File: config.mk
export PLATFORM = sky130hd
export DESIGN_NAME = dmem_dump_sequencer
export DESIGN_NICKNAME = d
export VERILOG_FILES = /design/src/rtl/dmem_dump_sequencer.sv
export SDC_FILE = /design/constraint.sdc
export NUM_CORES = 1
export LEC_CHECK = 0
export BUFFER_PORTS_ARGS = -buffer_cell sky130_fd_sc_hd__buf_2
export CORE_MARGIN = 2
export CORE_UTILIZATION = 50
export CTS_CLUSTER_SIZE = 10
export DETAILED_ROUTE_END_ITERATION = 6
export GPL_ROUTABILITY_DRIVEN = 0
export GPL_TIMING_DRIVEN = 0
export PLACE_DENSITY = 0.86
export SLEW_MARGIN = 0
export SYNTH_ARGS = -nofsm -noshare
export SYNTH_HDL_FRONTEND = slang
export SYNTH_SLANG_ARGS = --single-unit
File: constraint.sdc
create_clock -name clk -period 3.88 [get_ports clk]
set_clock_uncertainty 0.05 [all_clocks]
set_input_delay 0.582 -clock clk [delete_from_list [all_inputs] [get_ports clk]]
set_output_delay 0.582 -clock clk [all_outputs]
set_load 0.02 [all_outputs]
File: src/rtl/dmem_dump_sequencer.sv
// dmem_dump_sequencer
// Owns the data-memory port and shares it between the MEM pipeline stage and a
// debug dump engine. The engine walks WORDS consecutive words starting at
// BASE_ADDR and streams each one over a valid/ready handshake. It holds
// stop_debug high to freeze the pipeline while a dump runs.
module dmem_dump_sequencer #(
   parameter logic [31:0] BASE_ADDR = 32'h0,
   parameter int          WORDS     = 32,
   parameter logic [1:0]  LEN_WORD  = 2'b11
) (
   input  logic        clk,
   input  logic        rst,
   input  logic [1:0]  pipe_rw,
   input  logic [31:0] pipe_addr,
   input  logic [31:0] pipe_wdata,
   input  logic [1:0]  pipe_length,
   output logic [1:0]  mem_rw,
   output logic [31:0] mem_addr,
   output logic [31:0] mem_wdata,
   output logic [1:0]  mem_length,
   input  logic [31:0] mem_rdata,
   input  logic        dump_start,
   input  logic        dump_abort,
   output logic        stop_debug,
   output logic [31:0] dbg_data,
   output logic        dbg_valid,
   input  logic        dbg_ready,
   output logic [10:0] dump_count,
   output logic        dump_done
);

   localparam logic [1:0]  RW_IDLE   = 2'b00;
   localparam logic [1:0]  RW_READ   = 2'b10;
   // Byte address of the final word of a dump; wraps like addr_cnt does.
   localparam logic [31:0] LAST_ADDR = BASE_ADDR + 32'(4 * (WORDS - 1));

   typedef enum logic [2:0] {
      S_IDLE  = 3'd0,
      S_DRAIN = 3'd1,
      S_READ  = 3'd2,
      S_WAIT  = 3'd3,
      S_SEND  = 3'd4,
      S_DONE  = 3'd5
   } state_t;

   // Registered state and outputs.
   state_t      r_state;
   logic [31:0] r_addr_cnt;
   logic        r_stop_debug;
   logic        r_dbg_valid;
   logic [31:0] r_dbg_data;
   logic [10:0] r_dump_count;
   logic        r_dump_done;

   // Next-state values computed combinationally.
   state_t      w_state_next;
   logic [31:0] w_addr_cnt_next;
   logic        w_stop_debug_next;
   logic        w_dbg_valid_next;
   logic [31:0] w_dbg_data_next;
   logic [10:0] w_dump_count_next;
   logic        w_dump_done_next;

   logic        w_handshake;
   logic        w_abort;
   logic        w_last_word;

   assign w_handshake = r_dbg_valid && dbg_ready;
   assign w_last_word = (r_addr_cnt == LAST_ADDR);
   // Abort only acts while a dump is in progress; DONE always completes.
   assign w_abort     = dump_abort &&
                        ((r_state == S_DRAIN) || (r_state == S_READ) ||
                         (r_state == S_WAIT)  || (r_state == S_SEND));

   // State register.
   always_ff @(posedge clk) begin
      if (!rst) begin
         r_state <= S_IDLE;
      end else begin
         r_state <= w_state_next;
      end
   end

   // Datapath and output registers.
   always_ff @(posedge clk) begin
      if (!rst) begin
         r_addr_cnt   <= BASE_ADDR;
         r_stop_debug <= 1'b0;
         r_dbg_valid  <= 1'b0;
         r_dbg_data   <= 32'h0;
         r_dump_count <= 11'd0;
         r_dump_done  <= 1'b0;
      end else begin
         r_addr_cnt   <= w_addr_cnt_next;
         r_stop_debug <= w_stop_debug_next;
         r_dbg_valid  <= w_dbg_valid_next;
         r_dbg_data   <= w_dbg_data_next;
         r_dump_count <= w_dump_count_next;
         r_dump_done  <= w_dump_done_next;
      end
   end

   // Next-state logic for the dump engine, abort overriding everything else.
   always_comb begin
      w_state_next      = r_state;
      w_addr_cnt_next   = r_addr_cnt;
      w_stop_debug_next = r_stop_debug;
      w_dbg_valid_next  = r_dbg_valid;
      w_dbg_data_next   = r_dbg_data;
      w_dump_count_next = r_dump_count;
      w_dump_done_next  = 1'b0;

      case (r_state)
         S_IDLE: begin
            if (dump_start) begin
               w_state_next      = S_DRAIN;
               w_stop_debug_next = 1'b1;
               w_addr_cnt_next   = BASE_ADDR;
               w_dump_count_next = 11'd0;
            end
         end
         S_DRAIN: begin
            // The MEM-stage access of this cycle still reaches the memory.
            w_state_next = S_READ;
         end
         S_READ: begin
            w_state_next = S_WAIT;
         end
         S_WAIT: begin
            // Read data returns one cycle after the address was presented.
            w_dbg_data_next  = mem_rdata;
            w_dbg_valid_next = 1'b1;
            w_state_next     = S_SEND;
         end
         S_SEND: begin
            if (w_handshake) begin
               w_dbg_valid_next  = 1'b0;
               w_dump_count_next = r_dump_count + 11'd1;
               if (w_last_word) begin
                  w_state_next = S_DONE;
               end else begin
                  w_addr_cnt_next = r_addr_cnt + 32'd4;
                  w_state_next    = S_READ;
               end
            end
         end
         S_DONE: begin
            w_dump_done_next  = 1'b1;
            w_stop_debug_next = 1'b0;
            w_state_next      = S_IDLE;
         end
         default: begin
            w_state_next = S_IDLE;
         end
      endcase

      // A cancelled word is not counted and no completion pulse is raised.
      if (w_abort) begin
         w_state_next      = S_IDLE;
         w_stop_debug_next = 1'b0;
         w_dbg_valid_next  = 1'b0;
         w_dbg_data_next   = r_dbg_data;
         w_dump_count_next = r_dump_count;
         w_addr_cnt_next   = r_addr_cnt;
         w_dump_done_next  = 1'b0;
      end
   end

   // Memory-port mux: pipeline owns the port in IDLE/DRAIN, the engine reads in READ.
   always_comb begin
      mem_rw     = RW_IDLE;
      mem_addr   = 32'h0;
      mem_wdata  = 32'h0;
      mem_length = 2'b00;
      case (r_state)
         S_IDLE, S_DRAIN: begin
            mem_rw     = pipe_rw;
            mem_addr   = pipe_addr;
            mem_wdata  = pipe_wdata;
            mem_length = pipe_length;
         end
         S_READ: begin
            mem_rw     = RW_READ;
            mem_addr   = r_addr_cnt;
            mem_length = LEN_WORD;
         end
         default: begin
            mem_rw = RW_IDLE;
         end
      endcase
   end

   assign stop_debug = r_stop_debug;
   assign dbg_data   = r_dbg_data;
   assign dbg_valid  = r_dbg_valid;
   assign dump_count = r_dump_count;
   assign dump_done  = r_dump_done;

endmodule

Word-level counts from Yosys, hierarchy flattened
Index checks and enable logic that the tools add are counted.

Flip-flop bits (word level): 81. Input bits: 105. Output and inout bits: 114. Logic and storage cells: 57.

Add/subtract/negate cells: 2. Equality and inequality tests: 9. Muxes and demuxes: 20. Bitwise operators: 2. Reduce and logical (&&, ||, !) cells: 17.

Operator list (number): 32-bit 2-to-1 mux (4); 32-bit one-hot mux with 2 select lines (2); 32-bit by 3-bit adder with 32-bit output, second input constant (1); 32-bit by 7-bit == test with 1-bit output, second input constant (1); 11-bit 2-to-1 mux (2); 11-bit one-hot mux with 2 select lines (1); 3-bit one-hot mux with 5 select lines (1); 11-bit by 1-bit adder with 11-bit output, second input constant (1); 3-bit 2-to-1 mux (3); 2-bit one-hot mux with 2 select lines (2); 2-bit AND reduction (4); 3-bit by 2-bit == test with 1-bit output, second input constant (2); 3-bit == test, second input constant (2); 2-bit != test, second input constant (3); 2-bit nonzero test (3); 5-bit AND reduction (1); 1-bit one-hot mux with 2 select lines (2); 4-bit AND reduction (1); 2-bit OR reduction (2); 3-bit by 1-bit == test with 1-bit output, second input constant (1); 3-bit logical NOT (1); 1-bit logical OR (3); 1-bit 2-to-1 mux (3); 1-bit logical AND (2); 1-bit inverter (2).

Logic depth before layout (Yosys ltp)
Word-level depth: 7. Depth in mapped cells: 8. Depth with buffers taken out: 6.

Worst setup path after synthesis
OpenSTA, ideal clock, no wires.

Path type: reg2out. Start: register r_state[2]. End: output port mem_addr[0]. Arrival time: 1.519 ns. Required time: 3.248 ns. Path slack: 1.729 ns. Cell stages (with the launch flop): 6. Buffers on the path: 3. Cells stage by stage: dfxtp_1 buf_2 nor2_1 clkbuf_1 clkbuf_1 and2_1.

Cells in the longest elaborated chain, start to end: 3. Elaborated cells between the ends (all ways): 5. Those cells by class: eq/ne (2); mux (1); reduce/logical (2).

Ends and longest elaborated chain: start, declared (RTL line 47) `state_t r_state;`; start signal, assigned (RTL line 80) `r_state <= w_state_next;`; 3-bit by 1-bit == test with 1-bit output / 3-bit logical NOT (equally long branches) (RTL line 175) `case (r_state)`; 2-bit OR reduction (RTL line 175); 32-bit one-hot mux with 2 select lines * (RTL line 175); end, declared (RTL line 18) `output logic [31:0] mem_addr,`.

Every way passes the cells marked *; elsewhere a longest branch is shown, timed or not.

Final worst setup path
Start: register r_state[2]. End: output port mem_rw[0].

Cells in the longest elaborated chain, start to end: 3. Elaborated cells between the ends (all ways): 5. Those cells by class: eq/ne (2); mux (1); reduce/logical (2).

Ends and longest elaborated chain: 3-bit by 1-bit == test with 1-bit output / 3-bit logical NOT (equally long branches) (RTL line 175); 2-bit OR reduction (RTL line 175); 2-bit one-hot mux with 2 select lines * (RTL line 175); end, declared (RTL line 17) `output logic [1:0] mem_rw,`.

Marked as above.

==> key figures <==
Run status
  – Status: finished clean

Clocking
  – Clk_lat worst skew: approximately 0.36 ns
  – CTS clk-pin slew, worst paths: 0.09 ns
  – CTS tree: built
  – Clock Tree Root: clkbuf_8
  – Post-CTS sizing: 0
  – CTS H-tree depth: 3
  – CTS buffer count: 9
  – Clk sinks: 79
  – CTS Hold Bufs: 0
  – Max clock buf depth: 2
  – Post-CTS Setup Inserts: 0

GRT
  – Total track usage: 0.308
  – Busiest grt layer: met2
  – GR Util met2: 0.538
  – Number of global-route vias before repair: 5,040
  – Grt ovf: 0
  – Pin count of the biggest net entering global routing: 16
  – Initial antenna violation count: 4
  – Met1 Use GR: 0.357
  – GR Util met3: 0.0669
  – Global-route wire length before repair: 24,100 um

Worst setup path
  – Cell family with the largest share of critical-path delay: buffers and inverters
  – Critical Path RT: 3.25 ns
  – CP endpoint kind: primary output
  – Crit path buffers/inverters: 4
  – Kind of critical path: reg2out
  – Worst stage delay on the critical path: 0.52 ns
  – CP max-delay cell: clkbuf_1
  – Crit Path Max Fanout: 10
  – Arrival time worst endpoint: between 2 and 2.5 ns
  – Startpoint Class: register
  – CP cell instances: buf_2 -> nor2_1 -> clkbuf_1 -> clkbuf_1 -> and2_1 -> buf_2

Detailed routing
  – First-pass iteration count of the detailed router: 7
  – WL final: 15,200 um
  – DRC Markers: 0
  – Vias per inst: around 5.8
  – DRT iter0 DRCs: approximately 460
  – Vias: roughly 5,200
  – Routed length per instance: 16.8 um
  – DRT antenna net count: 0

Synth
  – Sequential fraction of the synthesis area: 0.362
  – Synth top area cells: dfxtp_1 36%, nand2_1 8.3%, a21oi_1 6.8%
  – EDFF count, synth: 0
  – Share of flip-flops with an asynchronous set or reset: 0
  – Post-synthesis cell count: ~560
  – Synth Area per Inst: 7.77 um2
  – Syn nets: approximately 670
  – Netlist cell types: 56
  – Top FF cell, synth: dfxtp_1
  – YS warnings: 0
  – Area share of the largest cell type after synthesis: 0.362
  – Syn Std Cell Area: 4370 um2
  – Leading area contributor after synthesis: dfxtp_1
  – Seq cells post-synth: 79

Floorplan
  – Die Footprint: 9510 um2
  – Initial Utilization: 0.509
  – IO Pins: 219
  – Rows: 34
  – Die W: 97.5 um
  – Core footprint: 8590 um2
  – Die Y: between 90 and 100 um

STA
  – Final setup vio count: 0
  – Worst-margin pin slew: 0.797 ns
  – Fmax: ~320 MHz
  – Period Utilization, post-route: 0.799
  – Min Tclk post-route: 3.10 ns
  – Slew HR: 0.464
  – Final setup TNS: 0 ns
  – Hold Fails Final Rpt: 0
  – RSZ-0062 raised after global routing: false
  – WHS: 0.403 ns
  – Slew Viols, Final: 0

Power and ir drop
  – LEAKAGE: about 2.5 nW
  – Pwr/cell area: 361 nW/um2
  – Total power draw: 2.11 mW
  – Worst vdd ir: 0.240 mV

Final layout
  – Fin nets: 900
  – Number of fill cells in the layout: between 700 and 800
  – Share of layout cells above drive strength 1: 0.336
  – P&R area growth vs syn: 33.5%
  – Fin cells: 909

Place
  – DP Wirelength: approximately 12,000 um
  – PortBufs: 218
  – Dpl cells: 889

Flow run
  – Max Cap Violations: 0

Hold path
  – Hold crit path type: in2reg
## power by group
group	total, mW	leakage, nW	switching, mW	internal, mW
registers	0.827	0.637	0.00599	0.821
logic	0.569	1.80	0.359	0.210
clock network	0.709	0.108	0.338	0.371
## layer usage
metal | routed length, um | part of all wire | up-vias
met4 | 702 | 0.046 | 0
met3 | 1350 | 0.089 | 67
met5 | 0 | 0 | -
met2 | 7440 | 0.49 | 320
met1 | 5730 | 0.38 | 2378
li1 | - | - | 2483
## cell type report
cell class | count | area (um2) | area share
multi-input combinational | 425 | 2520 | 0.432
sequential | 79 | 1580 | 0.271
timing repair buffer | 218 | 1090 | 0.187
buffer | 49 | 230 | 0.0394
tap | 108 | 135 | 0.0231
clock buffer | 9 | 124 | 0.0212
clock inverter | 7 | 104 | 0.0178
inverter | 10 | 37.5 | 0.00643
antenna | 4 | 10.0 | 0.00171
## per-stage QoR
step	worst slack, ns	utilization	area [um2]
6_report	0.779	0.679	5840
5_1_grt	0.605	0.679	5840
4_1_cts	0.814	0.678	5830
3_5_place_dp	1.21	0.652	5600
3_3_place_gp	1.24	0.652	5600
2_1_floorplan	1.73	-	4370
## kinds of logic after synthesis
kind of cell / count (synthesis) / share of synthesized area
AO/OA/AOI/OAI: 149 / 0.221
XOR/XNOR: 8 / 0.0160
adder cells (fa/ha/maj): 3 / 0.00858
flip-flops: 79 / 0.362
AND/OR/NAND/NOR: 265 / 0.332
buffers and inverters: 59 / 0.0612
## cells in the final DEF (no fill, tap or decap), types with 3 or more instances in the layout
| master | n |
|---|---|
| and3_1 | 4 |
| a21o_1 | 5 |
| a31oi_1 | 10 |
| nor2_1 | 28 |
| xor2_1 | 5 |
| o211ai_1 | 11 |
| and2_1 | 37 |
| clkbuf_1 | 34 |
| diode_2 | 4 |
| a22o_1 | 30 |
| buf_4 | 6 |
| xnor2_1 | 3 |
| buf_2 | 224 |
| or4_1 | 11 |
| o21ai_0 | 18 |
| nand4_1 | 11 |
| ha_1 | 3 |
| a21oi_1 | 59 |
| or3_1 | 8 |
| nor4b_1 | 4 |
| nor3_1 | 10 |
| nand2b_1 | 3 |
| nand3_1 | 19 |
| o221a_2 | 3 |
| dfxtp_1 | 79 |
| inv_1 | 10 |
| clkbuf_8 | 9 |
| nand4b_1 | 3 |
| nor4_1 | 9 |
| nand2_1 | 97 |
## Yosys cell counts (all sizes together) (2+ instances only)
| cell type | n |
|---|---|
| a211oi | 2 |
| nor3b | 2 |
| or3 | 8 |
| inv | 10 |
| ha | 3 |
| xnor2 | 3 |
| or2 | 2 |
| buf | 14 |
| a21o | 5 |
| nor4b | 4 |
| nand3 | 21 |
| xor2 | 5 |
| a21oi | 59 |
| or4b | 2 |
| nand2b | 3 |
| o211ai | 11 |
| nand4 | 14 |
| a22o | 30 |
| clkbuf | 35 |
| o21ai | 19 |
| nor3 | 10 |
| o221a | 3 |
| or4 | 12 |
| nand4b | 3 |
| o21a | 2 |
| nand2 | 98 |
| and3 | 4 |
| dfxtp | 79 |
| a31oi | 10 |
| nor2 | 29 |
| and2 | 37 |
| nor4 | 13 |
## flip-flops by register name, indices dropped and copies added, names as in the netlist
signal	count
dbg_data	32
r_addr_cnt	30
dump_count	11
r_state	3
dbg_valid	1
dump_done	1
stop_debug	1
## tightest hold or removal path, stage by stage
cell,delay (ns)
buf_2,0.09
nand2_1,0.04
a21oi_1,0.05
## worst paths after layout
path / start / end / slack [ns] / depth (start not counted)
hold / removal: mem_rdata[4] / dbg_data[4] / 0.40 / 3
hold reg to reg: dbg_data[31] / dbg_data[31] / 0.41 / 2
setup reg to reg: r_addr_cnt[2] / r_addr_cnt[26] / 1.52 / 6
setup / recovery: r_state[2] / mem_rw[0] / 0.78 / 6
Power figures use the tool's default switching activity.
